**config.mk**
```make
export PLATFORM = sky130hd
export DESIGN_NAME = vga_scan_gen
export DESIGN_NICKNAME = d
export VERILOG_FILES = /design/src/rtl/vga_timing_pkg.sv /design/src/rtl/vga_scan_gen_mod_counter.sv /design/src/rtl/vga_scan_gen.sv
export SDC_FILE = /design/constraint.sdc
export NUM_CORES = 1
export LEC_CHECK = 0
export CELL_PAD_IN_SITES_DETAIL_PLACEMENT = 1
export CELL_PAD_IN_SITES_GLOBAL_PLACEMENT = 1
export CORE_MARGIN = 5
export CORE_UTILIZATION = 39
export CTS_CLUSTER_SIZE = 28
export DETAILED_ROUTE_END_ITERATION = 7
export GPL_ROUTABILITY_DRIVEN = 0
export PLACE_DENSITY = 0.79
export SLEW_MARGIN = 20
export SYNTH_ARGS = -nofsm -noshare
export SYNTH_HDL_FRONTEND = slang
export SYNTH_SLANG_ARGS = --single-unit
```
**constraint.sdc**
```tcl
create_clock -name clk -period 2.4 [get_ports clk]
set_input_delay 0.48 -clock clk [delete_from_list [all_inputs] [get_ports clk]]
set_output_delay 0.48 -clock clk [all_outputs]
set_load 0.005 [all_outputs]
```
**src/rtl/vga_timing_pkg.sv**
```systemverilog
// Standard 640x480@60 timing constants and a range helper shared by the scan generator.
// Optional feature macro: VGA_MOVE_PAUSE_EN (adds the 'pause' input to vga_scan_gen).
package vga_timing_pkg;
  localparam int DEF_H_ACTIVE = 640;
  localparam int DEF_H_FP     = 16;
  localparam int DEF_H_SYNC   = 96;
  localparam int DEF_H_BP     = 48;
  localparam int DEF_V_ACTIVE = 480;
  localparam int DEF_V_FP     = 10;
  localparam int DEF_V_SYNC   = 2;
  localparam int DEF_V_BP     = 33;

  localparam int DEF_H_TOTAL      = DEF_H_ACTIVE + DEF_H_FP + DEF_H_SYNC + DEF_H_BP;
  localparam int DEF_V_TOTAL      = DEF_V_ACTIVE + DEF_V_FP + DEF_V_SYNC + DEF_V_BP;
  localparam int DEF_H_SYNC_START = DEF_H_ACTIVE + DEF_H_FP;
  localparam int DEF_H_SYNC_END   = DEF_H_SYNC_START + DEF_H_SYNC;
  localparam int DEF_V_SYNC_START = DEF_V_ACTIVE + DEF_V_FP;
  localparam int DEF_V_SYNC_END   = DEF_V_SYNC_START + DEF_V_SYNC;

  // Compared as int so an end bound of 1024 does not wrap in 10 bits.
  function automatic logic in_range(logic [9:0] v, int lo, int hi);
    return (int'(v) >= lo) && (int'(v) < hi);
  endfunction
endpackage

```
**src/rtl/vga_scan_gen_mod_counter.sv**
```systemverilog
// Modulo-MOD counter with enable; wrap flags the enabled cycle on which it returns to 0.
module mod_counter #(
  parameter int WIDTH = 10,
  parameter int MOD   = 800
) (
  input  logic             clk,
  input  logic             rst,
  input  logic             en,
  output logic [WIDTH-1:0] cnt,
  output logic             wrap
);
  logic [WIDTH-1:0] cnt_q, cnt_d;

  always_comb begin
    wrap  = en & (cnt_q == WIDTH'(MOD - 1));
    cnt_d = cnt_q;
    if (en) cnt_d = wrap ? '0 : cnt_q + WIDTH'(1);
  end

  always_ff @(posedge clk) begin
    if (!rst) cnt_q <= '0;
    else      cnt_q <= cnt_d;
  end

  assign cnt = cnt_q;
endmodule

```
**src/rtl/vga_scan_gen.sv**
```systemverilog
// VGA scan timing: pixel strobe prescaler, h/v scan counters, sync/blank decode and move strobe.
// Optional feature macro: VGA_MOVE_PAUSE_EN (pause input freezes the move strobe and frame divider).
module vga_scan_gen
  import vga_timing_pkg::*;
#(
  parameter int   PIX_DIV  = 4,
  parameter int   H_ACTIVE = DEF_H_ACTIVE,
  parameter int   H_FP     = DEF_H_FP,
  parameter int   H_SYNC   = DEF_H_SYNC,
  parameter int   H_BP     = DEF_H_BP,
  parameter int   V_ACTIVE = DEF_V_ACTIVE,
  parameter int   V_FP     = DEF_V_FP,
  parameter int   V_SYNC   = DEF_V_SYNC,
  parameter int   V_BP     = DEF_V_BP,
  parameter logic SYNC_POL = 1'b0,
  parameter int   MOVE_DIV = 1
) (
  input  logic       clk,
  input  logic       rst,
`ifdef VGA_MOVE_PAUSE_EN
  input  logic       pause,
`endif
  output logic       pixpulse,
  output logic [9:0] hcount,
  output logic [9:0] vcount,
  output logic       hsync,
  output logic       vsync,
  output logic       blank,
  output logic       move
);
  localparam int H_TOTAL  = H_ACTIVE + H_FP + H_SYNC + H_BP;
  localparam int V_TOTAL  = V_ACTIVE + V_FP + V_SYNC + V_BP;
  localparam int HS_START = H_ACTIVE + H_FP;
  localparam int HS_END   = HS_START + H_SYNC;
  localparam int VS_START = V_ACTIVE + V_FP;
  localparam int VS_END   = VS_START + V_SYNC;
  localparam int PW       = (PIX_DIV > 2) ? $clog2(PIX_DIV) : 1;

  if (H_TOTAL > 1024 || V_TOTAL > 1024) begin : g_bad_total
    $error("vga_scan_gen: H_TOTAL/V_TOTAL must be <= 1024");
  end
  if (PIX_DIV < 2) begin : g_bad_div
    $error("vga_scan_gen: PIX_DIV must be >= 2");
  end
  if (MOVE_DIV < 1 || MOVE_DIV > 255) begin : g_bad_move
    $error("vga_scan_gen: MOVE_DIV must be 1..255");
  end

  logic [PW-1:0] presc;
  logic          h_wrap, v_wrap_unused;
  logic          move_event, move_en, fdiv_last;
  logic [7:0]    fdiv_q, fdiv_d;

  mod_counter #(.WIDTH(PW), .MOD(PIX_DIV)) u_presc (
    .clk(clk), .rst(rst), .en(1'b1), .cnt(presc), .wrap(pixpulse));

  mod_counter #(.WIDTH(10), .MOD(H_TOTAL)) u_hcnt (
    .clk(clk), .rst(rst), .en(pixpulse), .cnt(hcount), .wrap(h_wrap));

  mod_counter #(.WIDTH(10), .MOD(V_TOTAL)) u_vcnt (
    .clk(clk), .rst(rst), .en(pixpulse & h_wrap), .cnt(vcount), .wrap(v_wrap_unused));

  always_comb begin
    hsync = in_range(hcount, HS_START, HS_END) ? SYNC_POL : ~SYNC_POL;
    vsync = in_range(vcount, VS_START, VS_END) ? SYNC_POL : ~SYNC_POL;
    blank = (int'(hcount) >= H_ACTIVE) | (int'(vcount) >= V_ACTIVE);
    // First strobe after the last visible line: occupancy flags are complete by now.
    move_event = pixpulse & (hcount == 10'd0) & (vcount == 10'(V_ACTIVE));
`ifdef VGA_MOVE_PAUSE_EN
    move_en = move_event & ~pause;
`else
    move_en = move_event;
`endif
    fdiv_last = (fdiv_q == 8'(MOVE_DIV - 1));
    move      = move_en & fdiv_last;
    fdiv_d    = fdiv_q;
    if (move_en) fdiv_d = fdiv_last ? 8'd0 : fdiv_q + 8'd1;
  end

  always_ff @(posedge clk) begin
    if (!rst) fdiv_q <= 8'd0;
    else      fdiv_q <= fdiv_d;
  end
endmodule

```
==> impl_metrics.env <==
export IMPL_path_clk_slew_ns=0.06
export IMPL_p_comb_frac=0.050
export IMPL_path_class="flop to output port"
export IMPL_crit_required_ns=1.92
export IMPL_clock_path_buffers=2
export IMPL_finalSetupViolCount=0
export IMPL_ys_seq_area_frac=0.3797
export IMPL_max_freq_mhz=436.3
export IMPL_synth_ff_type="dfxtp_1"
export IMPL_start_util=0.3982
export IMPL_wire_per_inst_um=18.09
export IMPL_antenna_diode_count=0
export IMPL_ys_ff_latch=30
export IMPL_synth_cell_area_um2=1582
export IMPL_core_um2=3971
export IMPL_clkSinkCount=30
export IMPL_holdWs_ns=0.4417
export IMPL_avgSynthCellArea_um2=8.457
export IMPL_insertion_delay_ns=0.28
export IMPL_routed_via_density=5.698
export IMPL_die_width_um=73.68
export IMPL_synth_edf_count=0
export IMPL_dp_final_hpwl_mm=3.744
export IMPL_run_status="completed"
export IMPL_rsz0062_at_grt="false"
export IMPL_grt_total_usage=0.2062
export IMPL_first_iter_violations=78
export IMPL_grt_ovfl_total=0
export IMPL_vias=1624
export IMPL_power_density_nw_per_um2=455.5
export IMPL_hold_class="flop to flop"
export IMPL_die_h_um=73.68
export IMPL_p_int_uw=755.1
export IMPL_area_sequential_um2=605.6
export IMPL_cts_root_buffer="clkbuf_8"
export IMPL_fillCellCount=474
export IMPL_placed_area_um2=2032
export IMPL_cts_htree_levels=2
export IMPL_p_seq_frac=0.518
export IMPL_num_rows=23
export IMPL_yosys_cell_types_count=37
export IMPL_dr_pass1_iters=4
export IMPL_rrSetupSlack_ns=0.24
export IMPL_grt_first_pass_wirelength_mm=8.756
export IMPL_p_sw_uw=223.5
export IMPL_syn2layout_area_growth_pct=35.84
export IMPL_synthCells=187
export IMPL_worstMarginPinSlew_ns=0.3960
export IMPL_dieArea_um2=5429
export IMPL_final_max_slew_viol_count=0
export IMPL_multiInputGateArea_um2=932.1
export IMPL_swShare=0.2284
export IMPL_routed_wl_mm=5.156
export IMPL_tns_ns=0
export IMPL_finalNetCount=244
export IMPL_fin_cells=285
export IMPL_grt_max_degree=16
export IMPL_arrival_ns=1.81
export IMPL_ir_drop_uv=279.6
export IMPL_numPlacedInstances=277
export IMPL_io_buffers=26
export IMPL_period_share=0.9549
export IMPL_p_leak_nw=0.7987
export IMPL_async_flop_share=0
export IMPL_antenna_found_initial=0
export IMPL_drc=0
export IMPL_fin_area_um2=2148
export IMPL_finalHoldViolCount=0
export IMPL_yosys_warnings=0
export IMPL_skew_ns=0.005097
export IMPL_layout_drive_gt1_share=0.1617
export IMPL_grt_pass1_vias=1757
export IMPL_syn_num_nets=197
export IMPL_drv_cap=0
export IMPL_cts_buffers=5
export IMPL_crit_fanout=15
export IMPL_end_kind="output port"
export IMPL_relSlewSlack=0.7324
export IMPL_clock_power_share=0.432
export IMPL_ant_nets=0
export IMPL_period_needed_ns=2.292
export IMPL_hold_buffers=0
export IMPL_crit_path_start_kind="flop"
export IMPL_io_pin_count=27
export IMPL_tritoncts="done"
layout make-up:
class                      count  share of cell area
clock inverter                 1            0.002330
sequential                    30              0.2819
clock buffer                   7             0.04019
multi-input combinational    141              0.4339
inverter                       9             0.01573
timing repair buffer          47              0.1969
tap                           50             0.02912
cell families (layout without fill, tap and decap cells):
logic type      Yosys count  in the layout  share of synthesized area
buf+inv                  16             64                    0.04034
mux                       2              2                    0.01266
flops                    30             30                     0.3797
fa+ha+maj                 8              8                    0.06329
xor+xnor                 11             11                    0.06092
compound gates           30             30                     0.1171
simple gates             90             90                     0.3259
flip-flops by register name, summed over array words and instances (netlist names):
| register | count |
|---|---|
| u_vcnt.cnt | 10 |
| fdiv_q | 8 |
| u_presc.cnt | 2 |
| u_hcnt.cnt | 10 |
cells in the mapped netlist, drive strengths merged, types with 4 or more instances:
cell type	number	share of area
nor3	6	0.019
clkbuf	4	0.0095
xnor2	4	0.022
a21oi	11	0.035
dfxtp	30	0.38
nor2	14	0.033
nand2	15	0.036
nand2b	4	0.016
inv	9	0.021
ha	8	0.063
o31ai	4	0.019
o21ai	8	0.025
nand4	6	0.028
or4	6	0.028
and3	6	0.024
nand3	14	0.044
xor2	7	0.039
power by group through the flow:
stage / Clock [mW] / Combinational (mW) / Sequential (mW)
after CTS: 0.425 / 0.0469 / 0.507
after detailed placement: 0 / 0.0464 / 0.518
after global placement: 0 / 0.0443 / 0.518
after floorplan: 0 / 0.0253 / 0.518
final: 0.422 / 0.0488 / 0.507
after global routing: 0.446 / 0.0542 / 0.508
layer usage:
metal	vias up	GRT usage	wire (µm)
li1	780	-	-
met1	791	0.2469	2199
met2	40	0.3661	2656
met3	13	0.03694	185
met4	0	0.07042	114
met5	-	0	0
through the flow:
step	total power, mW	utilization	setup slack [ns]
floorplan	0.5430	-	0.3160
global placement	0.5622	0.5117	0.08606
detailed placement	0.5649	0.5117	0.06486
CTS	0.9785	0.5391	-0.1764
global route	1.008	0.5410	0.01064
finish	0.9786	0.5410	0.1082
critical path, cell delays in order (launching register included):
cell	delay, ns
dfxtp_2	0.34
nand4_2	0.13
or4_4	0.46
buf_6	0.17
or2_2	0.29
dlymetal6s2s_1	0.15
repair_timing:
item,4_1_cts,5_1_grt
resized for setup,8,2
endpoints found under the setup margin,2,2
endpoints found under the hold margin,0,0
setup buffers,0,0
worst paths after layout:
check	start	cells past startpoint	to
max reg2reg	u_presc.cnt[0]$_SDFF_PP0_	6	u_vcnt.cnt[6]$_SDFFE_PN0P_
min	u_presc.cnt[0]$_SDFF_PP0_	1	u_presc.cnt[0]$_SDFF_PP0_
min reg2reg	u_presc.cnt[0]$_SDFF_PP0_	1	u_presc.cnt[0]$_SDFF_PP0_
max	u_vcnt.cnt[8]$_SDFFE_PN0P_	5	vsync
placed cells by master (no fill, tap or decap), drive strengths merged, types with 2 or more instances in the layout:
cell type	count
o31ai	4
xor2	7
a21oi	11
clkbuf	7
clkdlybuf4s50	24
nand3b	2
and3	6
nor3	6
or3	3
xnor2	4
nand2b	4
nor3b	2
mux2i	2
nor2	14
nand4	6
dfxtp	30
nor4	2
ha	8
nand3	14
o41ai	2
nand2	15
or4	6
o311ai	2
buf	21
and4	3
inv	9
or4b	2
o21ai	8
Power figures use the tool's default switching activity.
